[src/rtl/div3_sched_if.sv]
// Request/response bundle for the two-requester divide-by-3 scheduler.
// The master side is the requesters plus the response consumer; the slave side is div3_sched.
interface div3_sched_if;
    logic       req0_valid;
    logic [6:0] req0_data;
    logic       req0_ready;
    logic       req1_valid;
    logic [6:0] req1_data;
    logic       req1_ready;
    logic       rsp_valid;
    logic       rsp_ready;
    logic [5:0] rsp_quot;
    logic [1:0] rsp_rem;
    logic       rsp_id;

    modport master (
        output req0_valid, req0_data, req1_valid, req1_data, rsp_ready,
        input  req0_ready, req1_ready, rsp_valid, rsp_quot, rsp_rem, rsp_id
    );

    modport slave (
        input  req0_valid, req0_data, req1_valid, req1_data, rsp_ready,
        output req0_ready, req1_ready, rsp_valid, rsp_quot, rsp_rem, rsp_id
    );
endinterface

[src/rtl/div3_sched.sv]
// Time-shares one 7-bit divide-by-3 unit between the column and row address generators.
// Define DIV3_SCHED_RR_EN for round-robin arbitration; otherwise requester 0 has fixed priority.

// One restoring-division step: shift in a dividend bit, subtract 3 if it fits.
module div3_stage (
    input  logic [1:0] rem_i,
    input  logic       bit_i,
    output logic       quot_o,
    output logic [1:0] rem_o
);
    logic [2:0] trial;

    assign trial  = {rem_i, bit_i};
    assign quot_o = (trial >= 3'd3);
    assign rem_o  = quot_o ? 2'(trial - 3'd3) : trial[1:0];
endmodule

// Combinational 7-bit divide by 3; the top dividend bit alone can never reach 3,
// so the chain starts one bit down and yields a 6-bit quotient.
module div3 (
    input  logic [6:0] dividend_i,
    output logic [5:0] quot_o,
    output logic [1:0] rem_o
);
    logic [6:0][1:0] part_rem;

    assign part_rem[6] = {1'b0, dividend_i[6]};

    for (genvar i = 0; i < 6; i++) begin : g_stage
        div3_stage u_stage (
            .rem_i  (part_rem[i+1]),
            .bit_i  (dividend_i[i]),
            .quot_o (quot_o[i]),
            .rem_o  (part_rem[i])
        );
    end

    assign rem_o = part_rem[0];
endmodule

module div3_sched (
    input  logic         clk,
    input  logic         rst,
    div3_sched_if.slave  bus
);
    logic       grant;
    logic       slot_free;
    logic       xfer;
    logic [6:0] div_in;
    logic [5:0] div_quot;
    logic [1:0] chain_rem;
    logic [1:0] calc_rem;

    logic       rsp_valid_q, rsp_valid_d;
    logic [5:0] rsp_quot_q,  rsp_quot_d;
    logic [1:0] rsp_rem_q,   rsp_rem_d;
    logic       rsp_id_q,    rsp_id_d;
`ifdef DIV3_SCHED_RR_EN
    logic       last_q,      last_d;
`endif

    always_comb begin
        grant = 1'b0;
        if (bus.req0_valid && bus.req1_valid) begin
`ifdef DIV3_SCHED_RR_EN
            grant = ~last_q;
`else
            grant = 1'b0;
`endif
        end else if (bus.req1_valid) begin
            grant = 1'b1;
        end
    end

    assign slot_free      = ~rsp_valid_q | bus.rsp_ready;
    assign bus.req0_ready = ~rst & slot_free & ~grant;
    assign bus.req1_ready = ~rst & slot_free &  grant;
    assign xfer           = (bus.req0_valid & bus.req0_ready) | (bus.req1_valid & bus.req1_ready);

    assign div_in = grant ? bus.req1_data : bus.req0_data;

    div3 u_div3 (
        .dividend_i (div_in),
        .quot_o     (div_quot),
        .rem_o      (chain_rem)
    );

    // Low two bits of data - 2*quot - quot depend only on the low bits of each term.
    assign calc_rem = div_in[1:0] - {div_quot[0], 1'b0} - div_quot[1:0];

    always_comb begin
        rsp_valid_d = rsp_valid_q;
        rsp_quot_d  = rsp_quot_q;
        rsp_rem_d   = rsp_rem_q;
        rsp_id_d    = rsp_id_q;
        if (xfer) begin
            rsp_valid_d = 1'b1;
            rsp_quot_d  = div_quot;
            rsp_rem_d   = calc_rem;
            rsp_id_d    = grant;
        end else if (rsp_valid_q && bus.rsp_ready) begin
            rsp_valid_d = 1'b0;
        end
    end

`ifdef DIV3_SCHED_RR_EN
    always_comb begin
        last_d = last_q;
        if (xfer) begin
            last_d = grant;
        end
    end
`endif

    always_ff @(posedge clk) begin
        if (rst) begin
            rsp_valid_q <= 1'b0;
            rsp_quot_q  <= '0;
            rsp_rem_q   <= '0;
            rsp_id_q    <= 1'b0;
`ifdef DIV3_SCHED_RR_EN
            last_q      <= 1'b1;
`endif
        end else begin
            rsp_valid_q <= rsp_valid_d;
            rsp_quot_q  <= rsp_quot_d;
            rsp_rem_q   <= rsp_rem_d;
            rsp_id_q    <= rsp_id_d;
`ifdef DIV3_SCHED_RR_EN
            last_q      <= last_d;
`endif
        end
    end

    assign bus.rsp_valid = rsp_valid_q;
    assign bus.rsp_quot  = rsp_quot_q;
    assign bus.rsp_rem   = rsp_rem_q;
    assign bus.rsp_id    = rsp_id_q;

    // The subtractive remainder must agree with the divider chain's own remainder.
    a_rem_consistent: assert property (@(posedge clk) disable iff (rst) xfer |-> (calc_rem == chain_rem));
    a_one_ready:      assert property (@(posedge clk) !(bus.req0_ready && bus.req1_ready));
endmodule

[src/flat_wrapper.sv]
// flat-port wrapper written by rule: the top's interface ports become plain ports
module div3_sched_flat 
  (clk, rst, bus_req0_valid, bus_req0_data, bus_req1_valid, bus_req1_data, bus_rsp_ready, bus_req0_ready, bus_req1_ready, bus_rsp_valid, bus_rsp_quot, bus_rsp_rem, bus_rsp_id);
  div3_sched_if bus_i ();
  input  logic clk;
  input  logic rst;
  input wire logic [$bits(bus_i.req0_valid)-1:0] bus_req0_valid;
  input wire logic [$bits(bus_i.req0_data)-1:0] bus_req0_data;
  input wire logic [$bits(bus_i.req1_valid)-1:0] bus_req1_valid;
  input wire logic [$bits(bus_i.req1_data)-1:0] bus_req1_data;
  input wire logic [$bits(bus_i.rsp_ready)-1:0] bus_rsp_ready;
  output wire logic [$bits(bus_i.req0_ready)-1:0] bus_req0_ready;
  output wire logic [$bits(bus_i.req1_ready)-1:0] bus_req1_ready;
  output wire logic [$bits(bus_i.rsp_valid)-1:0] bus_rsp_valid;
  output wire logic [$bits(bus_i.rsp_quot)-1:0] bus_rsp_quot;
  output wire logic [$bits(bus_i.rsp_rem)-1:0] bus_rsp_rem;
  output wire logic [$bits(bus_i.rsp_id)-1:0] bus_rsp_id;
  assign bus_i.req0_valid = bus_req0_valid;
  assign bus_i.req0_data = bus_req0_data;
  assign bus_i.req1_valid = bus_req1_valid;
  assign bus_i.req1_data = bus_req1_data;
  assign bus_i.rsp_ready = bus_rsp_ready;
  assign bus_req0_ready = bus_i.req0_ready;
  assign bus_req1_ready = bus_i.req1_ready;
  assign bus_rsp_valid = bus_i.rsp_valid;
  assign bus_rsp_quot = bus_i.rsp_quot;
  assign bus_rsp_rem = bus_i.rsp_rem;
  assign bus_rsp_id = bus_i.rsp_id;
  div3_sched u_core (.clk(clk), .rst(rst), .bus(bus_i));
endmodule
[config.mk]
export PLATFORM = sky130hd
export DESIGN_NAME = div3_sched_flat
export DESIGN_NICKNAME = d
export VERILOG_FILES = /design/src/rtl/div3_sched_if.sv /design/src/rtl/div3_sched.sv /design/src/flat_wrapper.sv
export SDC_FILE = /design/constraint.sdc
export NUM_CORES = 1
export LEC_CHECK = 0
export ABC_AREA = 1
export BUFFER_PORTS_ARGS = -buffer_cell sky130_fd_sc_hd__buf_2
export CORE_MARGIN = 2
export CORE_UTILIZATION = 50
export CTS_CLUSTER_DIAMETER = 80
export DETAILED_ROUTE_END_ITERATION = 10
export PLACE_DENSITY = 0.81
export RECOVER_POWER = 100
export SYNTH_ARGS = -nofsm -noshare
export SYNTH_HDL_FRONTEND = slang
export SYNTH_SLANG_ARGS = --single-unit
[constraint.sdc]
create_clock -name clk -period 5.7 [get_ports clk]
set_input_delay 1.14 -clock clk [delete_from_list [all_inputs] [get_ports clk]]
set_output_delay 1.14 -clock clk [all_outputs]
set_load 0.01 [all_outputs]
# After elaboration in Yosys (flattened, before gate mapping)
# Cells that the tools add are included.
[op_classes]
addsub = 7
multipliers = 0
div_mod_pow = 0
magnitude_cmp = 6
n_eq_ne = 0
shift = 0
muxes = 10
bitwise_logic = 10
n_reduce_logical = 3
[ops]
columns = ["cell", "count"]
rows = [
  ["$ge 3x2->1 const B", 5],
  ["$mux 2", 5],
  ["$sub 2x2->2 const B", 5],
  ["$mux 7", 1],
  ["$and 1x1->1", 5],
  ["$mux 1", 4],
  ["$sub 2x2->2", 2],
  ["$not 1->1", 3],
  ["$ge 2x2->1 const B", 1],
  ["$logic_and 1x1->1", 2],
  ["$or 1x1->1", 2],
  ["$reduce_bool 2->1", 1],
]
[word_totals]
reg_bits = 10
latchBits = 0
ramBits = 0
romBits = 0
input_bits = 19
out_inout_bits = 12
wordCells = 40
memories = 0

# Longest topological paths before layout
[logic_depth]
word_depth = 16
depth_mapped = 38

# Hierarchy
# Synthesis repeated with hierarchy kept, for this count alone.
[hier_totals]
hier_cells = 159
area_unflattened_um2 = 929.6
[modules_own_cells]
columns = ["module", "instances", "cells_per_inst", "area_per_inst_um2", "seq_area_each_um2"]
rows = [
  ["div3_sched", 1, 86, 550.5, 200.2],
  ["div3_stage", 6, 12, 62.6, 0.0],
  ["div3", 1, 1, 3.8, 0.0],
]

# Worst setup path after synthesis
# OpenSTA, ideal clock, no wires.
[synth_timing]
path_type = "input port to flip-flop"
from = "in bus_req0_valid"
to = "reg u_core.rsp_rem_q[1] (netlist: u_core.bus.rsp_rem[1])"
arrival_ps = 4348
t_required_ps = 5590
slack_ps = 1242
path_stages = 35
path_buffers = 0
path_cell_list = "inv_2 nand2_2 nand2_1 nand2_2 nand2_2 inv_1 ha_1 inv_2 nand2_1 nand2_1 nand2_1 ha_1 inv_1 nand2_1 inv_1 nand2_1 o21bai_2 nand2_2 inv_1 ha_1 inv_1 nand3_2 a21boi_1 ha_1 a21oi_1 nand2_1 nand2_1 inv_2 ha_1 nand3_1 nand3_1 nand3_2 nand2_1 inv_1 nor2_1"
[synth_via]
elab_chain_len = 16
elab_cells_between_ends = 27
[synth_lines]
columns = ["element", "line_no", "rtl"]
rows = [
  ["start: declaration", "flat_wrapper.sv:7", "input wire logic [$bits(bus_i.req0_valid)-1:0] bus_req0_valid;"],
  ["$logic_and 1x1->1 *", "div3_sched.sv:64", "if (bus.req0_valid && bus.req1_valid) begin"],
  ["$mux 1 *", "div3_sched.sv:64", ""],
  ["$mux 7 *", "div3_sched.sv:80", "assign div_in = grant ? bus.req1_data : bus.req0_data;"],
  ["$sub 2x2->2 / $ge 2x2->1 (equally long branches)", "div3_sched.sv:15, div3_sched.sv:14", ""],
  ["$mux 2", "div3_sched.sv:15", "assign rem_o = quot_o ? 2'(trial - 3'd3) : trial[1:0];"],
  ["$ge 3x2->1 / $sub 2x2->2 (equally long branches)", "div3_sched.sv:14, div3_sched.sv:15", ""],
  ["$mux 2", "div3_sched.sv:15", ""],
  ["$ge 3x2->1 / $sub 2x2->2 (equally long branches)", "div3_sched.sv:14, div3_sched.sv:15", ""],
  ["$mux 2", "div3_sched.sv:15", ""],
  ["$ge 3x2->1 / $sub 2x2->2 (equally long branches)", "div3_sched.sv:14, div3_sched.sv:15", ""],
  ["$mux 2", "div3_sched.sv:15", ""],
  ["$ge 3x2->1 / $sub 2x2->2 (equally long branches)", "div3_sched.sv:14, div3_sched.sv:15", ""],
  ["$mux 2", "div3_sched.sv:15", ""],
  ["$ge 3x2->1 *", "div3_sched.sv:14", "assign quot_o = (trial >= 3'd3);"],
  ["via u_core.u_div3.g_stage[0].u_stage.quot_o", "div3_sched.sv:8", "output logic quot_o,"],
  ["$sub 2x2->2", "div3_sched.sv:89", "assign calc_rem = div_in[1:0] - {div_quot[0], 1'b0} - div_quot[1:0];"],
  ["$sub 2x2->2 *", "div3_sched.sv:89", ""],
  ["end signal: assignment", "div3_sched.sv:127", "rsp_rem_q <= rsp_rem_d;"],
  ["end: declaration", "div3_sched.sv:56", "logic [1:0] rsp_rem_q, rsp_rem_d;"],
]
# The timed path passes the listed nets; every way through them passes the cells marked *.
# A chain may end at the register's enable or synchronous reset.

# Worst setup path in the final report
# Same ends and word-level chain as after synthesis.

==> metrics.md <==
| Metric | Value |
|---|---|
| Status | `finished, final reports clean` |
| DRT Pass-1 Iters | `4` |
| Row cnt | `15` |
| CP endpoint kind | `register` |
| Post-synth top flop | `dfxtp_1` |
| Antenna diode count | `0` |
| Clock Sinks | `10` |
| Count of buffers from port buffering | `30` |
| Vias per cell | `about 5` |
| # hold bufs at CTS | `0` |
| IR drop worst, VDD | `0.000182 V` |
| Yosys top cell by area | `dfxtp_1` |
| Initial antenna violation count | `0` |
| M3 GR Usage | `approximately 4.2%` |
| CTS tree | `done` |
| TritonCTS buffer count | `3` |
| Post-CTS Setup Inserts | `0` |
| Die Ht | `around 48 um` |
| DR vias | `approximately 1,000` |
| Met2 GRT Util | `34.1%` |
| Clock Skew | `0.00122 ns` |
| Clock Tree Root | `clkbuf_4` |
| Yosys warnings | `0` |
| WHS Path Cells | `2` |
| Worst-case reg-to-reg path depth | `9` |
| Worst rel slew slack | `56.3%` |
| TNS Setup | `0 ns` |
| 1st-iter DRT viols | `18` |
| Count of cell types in the netlist | `27` |
| # H-tree levels | `1` |
| Clk Latency, worst-skew pair | `0.27 ns` |
| Global-route wire length before repair | `about 3300 um` |
| Final WL | `between 2000 and 2500 um` |
| Syn_area_per_cell | `around 6.6 sq um` |
| F_max | `between 150 and 200 MHz` |
| Highest-delay cell along the critical path | `nand2_2` |
| Nature of the critical path startpoint | `primary input` |
| R2R setup slack | `around 3.8 ns` |
| Hold Path End | `u_core.bus.rsp_quot[4]` |
| Mapped Nets | `170` |
| Synth cell count leaders | `32 x nand2_1, 21 x inv_1, 14 x nand2_2` |
| Synth top area share | `20.9%` |
| Die W | `about 48 um` |
| Pwr dens | `259 nW/um^2` |
| Layer with the highest usage | `met2` |
| Post-Syn Area | `957 sq um` |
| Die ar. | `between 2000 and 2500 sq um` |
| Gates resized, CTS repair | `0` |
| Drc violations | `0` |
| Max-cap violations | `0` |
| Crit-path leading delay family | `simple AND/OR/NAND/NOR gates` |
| M1 GR Usage | `about 25%` |
| HP Class | `reg -> reg` |
| Sequential area share after synthesis | `between 20% and 30%` |
| Wire per inst | `10.8 um` |
| Fin. max-slew vios | `0` |
| Gpl congestion | `a little under 0.9` |
| Setup Viol. Count Final | `0` |
| RR Endpoint | `u_core.bus.rsp_rem[1]` |
| Async S/R FF share, synth | `0%` |
| Crit path buf inv count | `10` |
| Largest net degree at the start of global routing | `16` |
| Nets | `203` |
| Post-Synthesis Cells | `146` |
| FF-to-FF Start | `u_core.bus.rsp_valid` |
| Area Growth Syn to Fin | `18.3%` |
| Final period utilization | `89.0%` |
| Largest stage delay, worst path | `0.25 ns` |
| Clock Pin Slew Worst Setup and Hold Paths | `0.07 ns` |
| Share of cells above drive strength 1 | `27.5%` |
| Core footprint | `between 1500 and 2000 sq um` |
| Deepest clock path buffer count | `2` |
| Worst path required time | `5.92 ns` |
| Final antenna-violating net count | `0` |
| Worst-Margin Slew | `0.655 ns` |
| Detailed Place HPWL | `1740 um` |
| Hold_sp | `u_core.bus.rsp_quot[4]` |
| Gr usage total | `around a fifth` |
| Final Hold Viols | `0` |
| CP Class | `in -> reg` |
| Fin crit period | `5.07 ns` |
| Grt ovf | `0` |
| Flops & latches, synth | `10` |
| Vias in the first global route | `roughly 800` |
| # IOs | `31` |
| Post-synth EDFFs | `0` |
| Worst-path maximum fanout | `15` |
| Final Core Density | `64.2%` |
| Synth top area cells | `dfxtp_1 21%, nand2_1 13%, nand2_2 9.2%` |
| Leakage | `0.631 nW` |
| Most frequent cell after synthesis | `nand2_1` |
| RSZ-0062 raised after global routing | `no` |
| Starting Density | `54.3%` |
| CP arrival | `5.29 ns` |
area by class of cell:
type,instances,area [sq um]
Clock buffer,4,36.3
Timing Repair Buffer,30,136
Tap cell,25,31.3
Inverter,29,109
Fill cell,185,632
Sequential cell,10,200
Multi-Input combinational cell,105,619
worst register-to-register path, delay by kind of cell, from the launching register on:
kind	cells	cell delay (ns)
flops	1	0.31
compound gates	2	0.69
buf+inv	2	0.42
simple gates	5	0.37
cell usage in the layout, fill, tap and decap left out, types with 3 or more instances in the layout:
cell / instances
a21oi_1: 7
buf_2: 19
clkbuf_1: 11
clkbuf_4: 3
dfxtp_1: 10
ha_1: 5
inv_1: 24
inv_2: 3
nand2_1: 33
nand2_2: 13
nand3_1: 13
nand3_2: 4
nand4_1: 4
nor2_1: 8
o21ai_0: 4
routing by layer:
layer  share of wire (%)  vias up
li1                    -      535
met2                  49       41
met3                 7.5        7
met5                   0        -
met4                 2.7        0
met1                  40      436
flip-flops by register name, indices dropped and copies added (netlist names):
signal and cells:
u_core.bus.rsp_id 1, u_core.bus.rsp_valid 1, u_core.bus.rsp_quot 6, u_core.bus.rsp_rem 2
metrics by stage:
step                      cells  hold WS, ns  total power (W)  cell area [sq um]  setup slack (ns)
after floorplan             146        0.488         0.000198                957              1.24
final                       203        0.489         0.000294               1130             0.628
after global placement      199        0.448         0.000225               1120             0.696
after CTS                   203        0.490         0.000299               1160             0.773
after detailed placement    199        0.475         0.000232               1120             0.501
after global routing        203        0.497         0.000319               1130             0.166
kinds of logic after synthesis:
group	Yosys count	share of synthesized area, %
compound gates	21	16.7
fa+ha+maj	5	6.54
buf+inv	31	12.9
flops	10	20.9
simple gates	79	42.9
worst max path at each step:
stage                    from                     to  slack (ns)  cells after the start
4_1_cts        bus_req0_valid  u_core.bus.rsp_rem[1]        0.77                     36
3_3_place_gp   bus_req0_valid  u_core.bus.rsp_rem[1]        0.70                     35
2_1_floorplan  bus_req0_valid  u_core.bus.rsp_rem[1]        1.24                     35
3_5_place_dp   bus_req0_valid  u_core.bus.rsp_rem[1]        0.50                     35
5_1_grt        bus_req0_valid  u_core.bus.rsp_rem[1]        0.17                     36
6_report       bus_req0_valid  u_core.bus.rsp_rem[1]        0.63                     36
where the power goes:
part	internal, W	switching [W]	total [W]	leakage (nW)
sequential	0.0000791	0.00000442	0.0000835	0.0828
clock	0.0000389	0.0000273	0.0000662	0.0210
combinational	0.0000523	0.0000917	0.000144	0.527
(Power assumes the default switching activity.)
